[config.mk]
export PLATFORM = sky130hd
export DESIGN_NAME = jtag_scheduler_flat
export DESIGN_NICKNAME = d
export VERILOG_FILES = /design/src/rtl/jtag_scheduler_if.sv /design/src/rtl/jtag_scheduler.sv /design/src/flat_wrapper.sv
export SDC_FILE = /design/constraint.sdc
export NUM_CORES = 1
export LEC_CHECK = 0
export BUFFER_PORTS_ARGS = -buffer_cell sky130_fd_sc_hd__buf_4
export CAP_MARGIN = 30
export CORE_MARGIN = 2
export CORE_UTILIZATION = 50
export DETAILED_ROUTE_END_ITERATION = 16
export PLACE_DENSITY = 0.78
export SYNTH_ARGS = -nofsm -noshare
export SYNTH_HDL_FRONTEND = slang
export SYNTH_SLANG_ARGS = --single-unit
[constraint.sdc]
create_clock -name clk -period 2.44 [get_ports clk]
set_input_delay 0.366 -clock clk [delete_from_list [all_inputs] [get_ports clk]]
set_output_delay 0.366 -clock clk [all_outputs]
set_load 0.1 [all_outputs]
[src/rtl/jtag_scheduler_if.sv]
// jtag_scheduler_if: requester commands, engine control and instruction-FIFO write bundle
interface jtag_scheduler_if #(
    parameter int DATA_INSTRACTION = 10
);
    logic [1:0]                  req;
    logic [1:0]                  req_op;
    logic [15:0]                 req_len0;
    logic [15:0]                 req_len1;
    logic [DATA_INSTRACTION-1:0] req_ir0;
    logic [DATA_INSTRACTION-1:0] req_ir1;
    logic [1:0]                  grant;
    logic [1:0]                  done;
    logic [1:0]                  err;
    logic [15:0]                 len;
    logic                        op;
    logic                        work;
    logic                        busy;
    logic [DATA_INSTRACTION-1:0] wdata_ir;
    logic                        wr_ir;
    logic                        full_ir;
    logic [15:0]                 xfer_count;
    modport master (
        output req, req_op, req_len0, req_len1, req_ir0, req_ir1, busy, full_ir,
        input  grant, done, err, len, op, work, wdata_ir, wr_ir, xfer_count
    );
    modport slave (
        input  req, req_op, req_len0, req_len1, req_ir0, req_ir1, busy, full_ir,
        output grant, done, err, len, op, work, wdata_ir, wr_ir, xfer_count
    );
endinterface

[src/rtl/jtag_scheduler.sv]
// jtag_scheduler: round-robin two-requester scheduler driving the JTAG shift engine
module jtag_scheduler #(
    parameter int DATA_INSTRACTION = 10,
    parameter int START_TIMEOUT    = 8,
    parameter int RUN_TIMEOUT      = 4096
) (
    input logic            clk,
    input logic            rst,
    jtag_scheduler_if.slave bus
);
    typedef enum logic [2:0] {IDLE, LOAD, START, WAIT_BUSY, RUN, DONE, ERR} state_t;
    localparam logic [15:0] ST_LIM = 16'(START_TIMEOUT - 1);
    localparam logic [15:0] RT_LIM = 16'(RUN_TIMEOUT - 1);
    state_t state_q, state_d;
    logic rr_q, rr_d, op_q, op_d, work_q, work_d, wr_q, wr_d;
    logic [1:0] grant_q, grant_d, done_q, done_d, err_q, err_d;
    logic [15:0] len_q, len_d, cnt_q, cnt_d, timer_q, timer_d;
    logic [DATA_INSTRACTION-1:0] ir_q, ir_d, wdata_q, wdata_d;
    logic win, win_op, take, fin, timing;
    logic [15:0] win_len;
    logic [DATA_INSTRACTION-1:0] win_ir;
    assign win     = (&bus.req) ? rr_q : bus.req[1];
    assign win_len = win ? bus.req_len1 : bus.req_len0;
    assign win_ir  = win ? bus.req_ir1 : bus.req_ir0;
    assign win_op  = bus.req_op[win];
    assign take    = state_q == IDLE && |bus.req;
    assign fin     = state_q == DONE || state_q == ERR;
    assign timing  = state_q inside {START, WAIT_BUSY, RUN};
    always_ff @(posedge clk) state_q <= rst ? IDLE : state_d;
    // Data shifts have nothing to load, so they skip LOAD and start a cycle earlier.
    // The first WAIT_BUSY cycle is the work pulse itself; busy seen there is stale.
    always_comb begin
        state_d = state_q;
        case (state_q)
            IDLE:      if (|bus.req) state_d = win_len == '0 ? ERR : win_op ? START : LOAD;
            LOAD:      state_d = bus.full_ir ? LOAD : START;
            START:     state_d = WAIT_BUSY;
            WAIT_BUSY: state_d = bus.busy && !work_q ? RUN : timer_q >= ST_LIM ? ERR : WAIT_BUSY;
            RUN:       state_d = !bus.busy ? DONE : timer_q >= RT_LIM ? ERR : RUN;
            default:   state_d = IDLE;
        endcase
    end
    always_comb begin
        grant_d = take ? (win ? 2'b10 : 2'b01) : fin ? 2'b00 : grant_q;
        len_d   = take ? win_len : len_q;
        op_d    = take ? win_op : op_q;
        ir_d    = take ? win_ir : ir_q;
        wr_d    = state_q == LOAD && !bus.full_ir;
        wdata_d = wr_d ? ir_q : wdata_q;
        work_d  = state_q == START;
        done_d  = state_q == RUN && !bus.busy ? grant_q : 2'b00;
        err_d   = state_q == ERR ? grant_q : 2'b00;
        rr_d    = fin ? !grant_q[1] : rr_q;
        cnt_d   = cnt_q + 16'(state_q == DONE);
        timer_d = timing && !(state_q == WAIT_BUSY && state_d == RUN) ? timer_q + 16'(!(&timer_q)) : '0;
    end
    always_ff @(posedge clk) begin
        if (rst) begin
            rr_q    <= 1'b0;
            op_q    <= 1'b0;
            work_q  <= 1'b0;
            wr_q    <= 1'b0;
            grant_q <= '0;
            done_q  <= '0;
            err_q   <= '0;
            len_q   <= '0;
            cnt_q   <= '0;
            timer_q <= '0;
            ir_q    <= '0;
            wdata_q <= '0;
        end else begin
            rr_q    <= rr_d;
            op_q    <= op_d;
            work_q  <= work_d;
            wr_q    <= wr_d;
            grant_q <= grant_d;
            done_q  <= done_d;
            err_q   <= err_d;
            len_q   <= len_d;
            cnt_q   <= cnt_d;
            timer_q <= timer_d;
            ir_q    <= ir_d;
            wdata_q <= wdata_d;
        end
    end
    assign bus.grant      = grant_q;
    assign bus.done       = done_q;
    assign bus.err        = err_q;
    assign bus.len        = len_q;
    assign bus.op         = op_q;
    assign bus.work       = work_q;
    assign bus.wr_ir      = wr_q;
    assign bus.wdata_ir   = wdata_q;
    assign bus.xfer_count = cnt_q;
endmodule

[src/flat_wrapper.sv]
// flat-port wrapper written by rule: the top's interface ports become plain ports
module jtag_scheduler_flat 
#(
    parameter int DATA_INSTRACTION = 10,
    parameter int START_TIMEOUT    = 8,
    parameter int RUN_TIMEOUT      = 4096
)
  (clk, rst, bus_req, bus_req_op, bus_req_len0, bus_req_len1, bus_req_ir0, bus_req_ir1, bus_busy, bus_full_ir, bus_grant, bus_done, bus_err, bus_len, bus_op, bus_work, bus_wdata_ir, bus_wr_ir, bus_xfer_count);
  jtag_scheduler_if #(.DATA_INSTRACTION(DATA_INSTRACTION)) bus_i ();
  input logic clk;
  input logic rst;
  input wire logic [$bits(bus_i.req)-1:0] bus_req;
  input wire logic [$bits(bus_i.req_op)-1:0] bus_req_op;
  input wire logic [$bits(bus_i.req_len0)-1:0] bus_req_len0;
  input wire logic [$bits(bus_i.req_len1)-1:0] bus_req_len1;
  input wire logic [$bits(bus_i.req_ir0)-1:0] bus_req_ir0;
  input wire logic [$bits(bus_i.req_ir1)-1:0] bus_req_ir1;
  input wire logic [$bits(bus_i.busy)-1:0] bus_busy;
  input wire logic [$bits(bus_i.full_ir)-1:0] bus_full_ir;
  output wire logic [$bits(bus_i.grant)-1:0] bus_grant;
  output wire logic [$bits(bus_i.done)-1:0] bus_done;
  output wire logic [$bits(bus_i.err)-1:0] bus_err;
  output wire logic [$bits(bus_i.len)-1:0] bus_len;
  output wire logic [$bits(bus_i.op)-1:0] bus_op;
  output wire logic [$bits(bus_i.work)-1:0] bus_work;
  output wire logic [$bits(bus_i.wdata_ir)-1:0] bus_wdata_ir;
  output wire logic [$bits(bus_i.wr_ir)-1:0] bus_wr_ir;
  output wire logic [$bits(bus_i.xfer_count)-1:0] bus_xfer_count;
  assign bus_i.req = bus_req;
  assign bus_i.req_op = bus_req_op;
  assign bus_i.req_len0 = bus_req_len0;
  assign bus_i.req_len1 = bus_req_len1;
  assign bus_i.req_ir0 = bus_req_ir0;
  assign bus_i.req_ir1 = bus_req_ir1;
  assign bus_i.busy = bus_busy;
  assign bus_i.full_ir = bus_full_ir;
  assign bus_grant = bus_i.grant;
  assign bus_done = bus_i.done;
  assign bus_err = bus_i.err;
  assign bus_len = bus_i.len;
  assign bus_op = bus_i.op;
  assign bus_work = bus_i.work;
  assign bus_wdata_ir = bus_i.wdata_ir;
  assign bus_wr_ir = bus_i.wr_ir;
  assign bus_xfer_count = bus_i.xfer_count;
  jtag_scheduler #(.DATA_INSTRACTION(DATA_INSTRACTION), .START_TIMEOUT(START_TIMEOUT), .RUN_TIMEOUT(RUN_TIMEOUT)) u_core (.clk(clk), .rst(rst), .bus(bus_i));
endmodule
==> summary.txt <==
Status
  – Status: finished clean

Power
  – Pleak: approximately 1.9 nW
  – Internal power: 2.54 mW
  – Comb pwr share: 43.4%
  – Peak VDD IR: slightly below 0.8 mV
  – Pwr Total: roughly 4.7 mW
  – Power share of the sequential group: a little over a third
  – Clk network pwr share: 21.3%
  – Cell area power density: about 1000 nW/um^2
  – Switching share of total power: between 40% and 50%
  – Sw Pwr: around 2.2 mW

Critical path
  – Startpoint types: flip-flop
  – Crit-path max FO: 6
  – Req. time, crit path: approximately 2.7 ns
  – Reg2reg setup slack: 0.12 ns
  – Setup CP Type: reg2reg
  – RR Startpoint: u_core.timer_q[9]
  – End of the worst register-to-register path: u_core.timer_q[14]
  – CP endpoint kind: flip-flop
  – Worst setup path start: u_core.timer_q[9]
  – Depth of the most critical reg-to-reg path: 10
  – Setup crit end: u_core.timer_q[14]
  – Arrival @ worst endpoint: about 2.6 ns

Timing
  – Hold Violations, Final: 0
  – Min Tclk post-route: between 2 and 2.5 ns
  – Fmax achieved: approximately 430 MHz
  – Setup TNS Final: 0 ns
  – Worst Max-Slew Pin Slew: 0.681 ns
  – Clock skew: roughly 0.013 ns
  – Setup Viol. Count Final: 0
  – Count of pins over their slew limit: 0
  – Final Cycle Share: between 90 and 100%
  – Slew headroom: a little over half

Clock network
  – CTS sink count: between 80 and 90
  – Clock buffer depth: 2
  – Clk pin slew, worst setup/hold paths: roughly 0.09 ns
  – CTS tree: yes
  – Clk root buf: clkbuf_8
  – Clk Latency, worst-skew pair: about 0.36 ns
  – H-tree depth: 3
  – Number of buffers created by CTS: 9

GRT
  – Initial antenna violation count: 0
  – Global-route wire length before repair: around 14 mm
  – Grt ovf: 0
  – Largest net degree at the start of global routing: 33
  – Vias in the first global route: around 3,200
  – Gr usage total: ~23%

Synth
  – Mapped Area: between 3000 and 4000 sq um
  – Syn Area/Cell: approximately 8.6 sq um
  – Top FF cell, synth: dfxtp_1
  – Mapped Nets: approximately 490
  – Yosys reg bits: 81
  – FFs w/ async S/R, synth: 0%
  – Sequential-to-total area share from yosys stat: around 45%
  – Number of flops mapped to enable cells by yosys: 0
  – Yosys warning total: 0
  – Post-synthesis cell count: 421
  – Area leader, netlist: dfxtp_1
  – Synth top area cells: dfxtp_1 45%, nor2_1 4.9%, mux2i_1 4.7%, a21oi_1 4.2%, nand2_1 3.7%
  – Distinct cell type count after synthesis: 47
  – Synth top area share: between 40 and 50%

Cells and area
  – Layout cell share with drive strength beyond 1: ~27%
  – Area growth syn-to-layout: 31.3%
  – Diode count: 0
  – Sequential cell area: between 1500 and 2000 sq um
  – Area of the multi-input gates: ~1900 sq um
  – # nets final: ~600
  – Core Util, Final: between 60% and 70%
  – Most frequent cells in the layout: 120 x buf_4, 80 x dfxtp_1, 47 x nor2_1, 36 x nand2_1, 30 x a21oi_1
  – Layout fillers: just over 600
  – Commonest non-fill, non-tap cell in the layout: buf_4
  – Finished Layout Cells: 630

Detailed routing
  – Final WL: 8.97 mm
  – Detailed-route DRC error count: 0
  – Routed len/inst: 14.2 um
  – Drt via density: about 5.4
  – DR iter-0 viols: between 150 and 200
  – Drt pass-1 iters: 4
  – Vias: ~3,400
  – Post-DRT Antenna Nets: 0

Placement
  – Post-DP HPWL: between 6 and 7 mm
  – # port buffers: 110
  – RePlAce Congestion: 0.888
  – Placed Cells: between 600 and 700

Floorplanning
  – Die area: around 7900 sq um
  – Starting Density: 50.7%
  – I/O pin count: ~110
  – Die height: 89.0 um
  – Core ar.: approximately 7100 sq um
  – Row count: 31
  – Die X: around 90 um

Min path
  – Worst hold start: bus_req_ir0[5]
  – Hold Path Class: in2reg

Flow run
  – Max-cap violation count: 0
==> through the flow <==
| step | setup slack [ns] | cell area, sq um | hold WS [ns] |
|---|---|---|---|
| 6_report | 0.116 | 4750 | 0.265 |
| 5_1_grt | -0.0143 | 4750 | 0.251 |
| 3_3_place_gp | 0.245 | 4530 | 0.436 |
| 4_1_cts | 0.0659 | 4730 | 0.255 |
| 3_5_place_dp | 0.0830 | 4530 | 0.443 |
| 2_1_floorplan | 0.0714 | 3620 | 0.432 |
==> per-layer routing <==
metal	part of all wire (%)	vias to the layer above	track usage (%)
li1	-	1721	-
met1	42	1557	28.5
met2	49	117	37.3
met3	7.7	15	7.66
met4	1.3	0	8.41
met5	0	-	0
==> worst max-delay path: stages, from the launching register on <==
cell and delay [ns]:
dfxtp_1 0.38, and4_1 0.25, nand4_1 0.15, inv_1 0.06
nand3_1 0.09, ha_1 0.19, ha_2 0.22, nand4_1 0.17
or2_4 0.30, or3_1 0.31, a21oi_1 0.14
==> worst min-delay path by stage <==
stage,end,depth (start not counted)
2_1_floorplan,u_core.bus.wdata_ir[0],2
3_3_place_gp,u_core.bus.wdata_ir[3],2
3_5_place_dp,u_core.bus.wdata_ir[1],2
4_1_cts,u_core.ir_q[3],3
5_1_grt,u_core.ir_q[3],3
6_report,u_core.ir_q[5],3
==> Yosys cell counts (all sizes together), types with 10 or more instances <==
master  number
a22oi       10
mux2i       17
a21oi       30
dfxtp       81
a211oi      16
xnor2       15
or3         10
nand2       36
nand3       27
nor4        14
clkbuf      17
o21ai       12
nor2        47
==> sequential cells by signal, summed over array words and instances, names as in the netlist <==
name,count
u_core.ir_q,10
u_core.bus.grant,2
u_core.state_q,3
u_core.bus.len,16
u_core.bus.xfer_count,16
u_core.bus.wdata_ir,10
u_core.bus.wr_ir,1
u_core.bus.work,1
u_core.bus.done,2
u_core.bus.op,1
u_core.rr_q,1
u_core.bus.err,2
u_core.timer_q,16
==> cell families after synthesis <==
kind of cell,share of synthesized area (%)
xor+xnor,5.09
compound gates,14.8
flops,44.8
buf+inv,3.77
simple gates,25.4
fa+ha+maj,1.38
mux,4.71
==> power by group through the flow <==
stage | clock [mW] | sequential (mW) | combinational (mW)
after detailed placement | 0 | 1.70 | 2.06
final | 1.01 | 1.67 | 2.05
after CTS | 1.02 | 1.67 | 2.06
after global routing | 1.09 | 1.70 | 2.17
after floorplan | 0 | 2.60 | 0.662
after global placement | 0 | 1.69 | 2.02
==> area by class of cell <==
cell class,count,share of cell area (%)
tap,99,2.61
clock inverter,7,1.66
multi-input combinational,305,39.2
sequential,81,34.2
timing repair buffer,120,19.0
inverter,9,0.712
clock buffer,9,2.61
==> what timing repair did <==
item,4_1_cts,5_1_grt
buffers inserted,0,1
hold buffers,0,0
gates resized for setup,0,3
endpoints found under the setup margin,0,1
No activity file was read; power rests on OpenSTA's default activity.
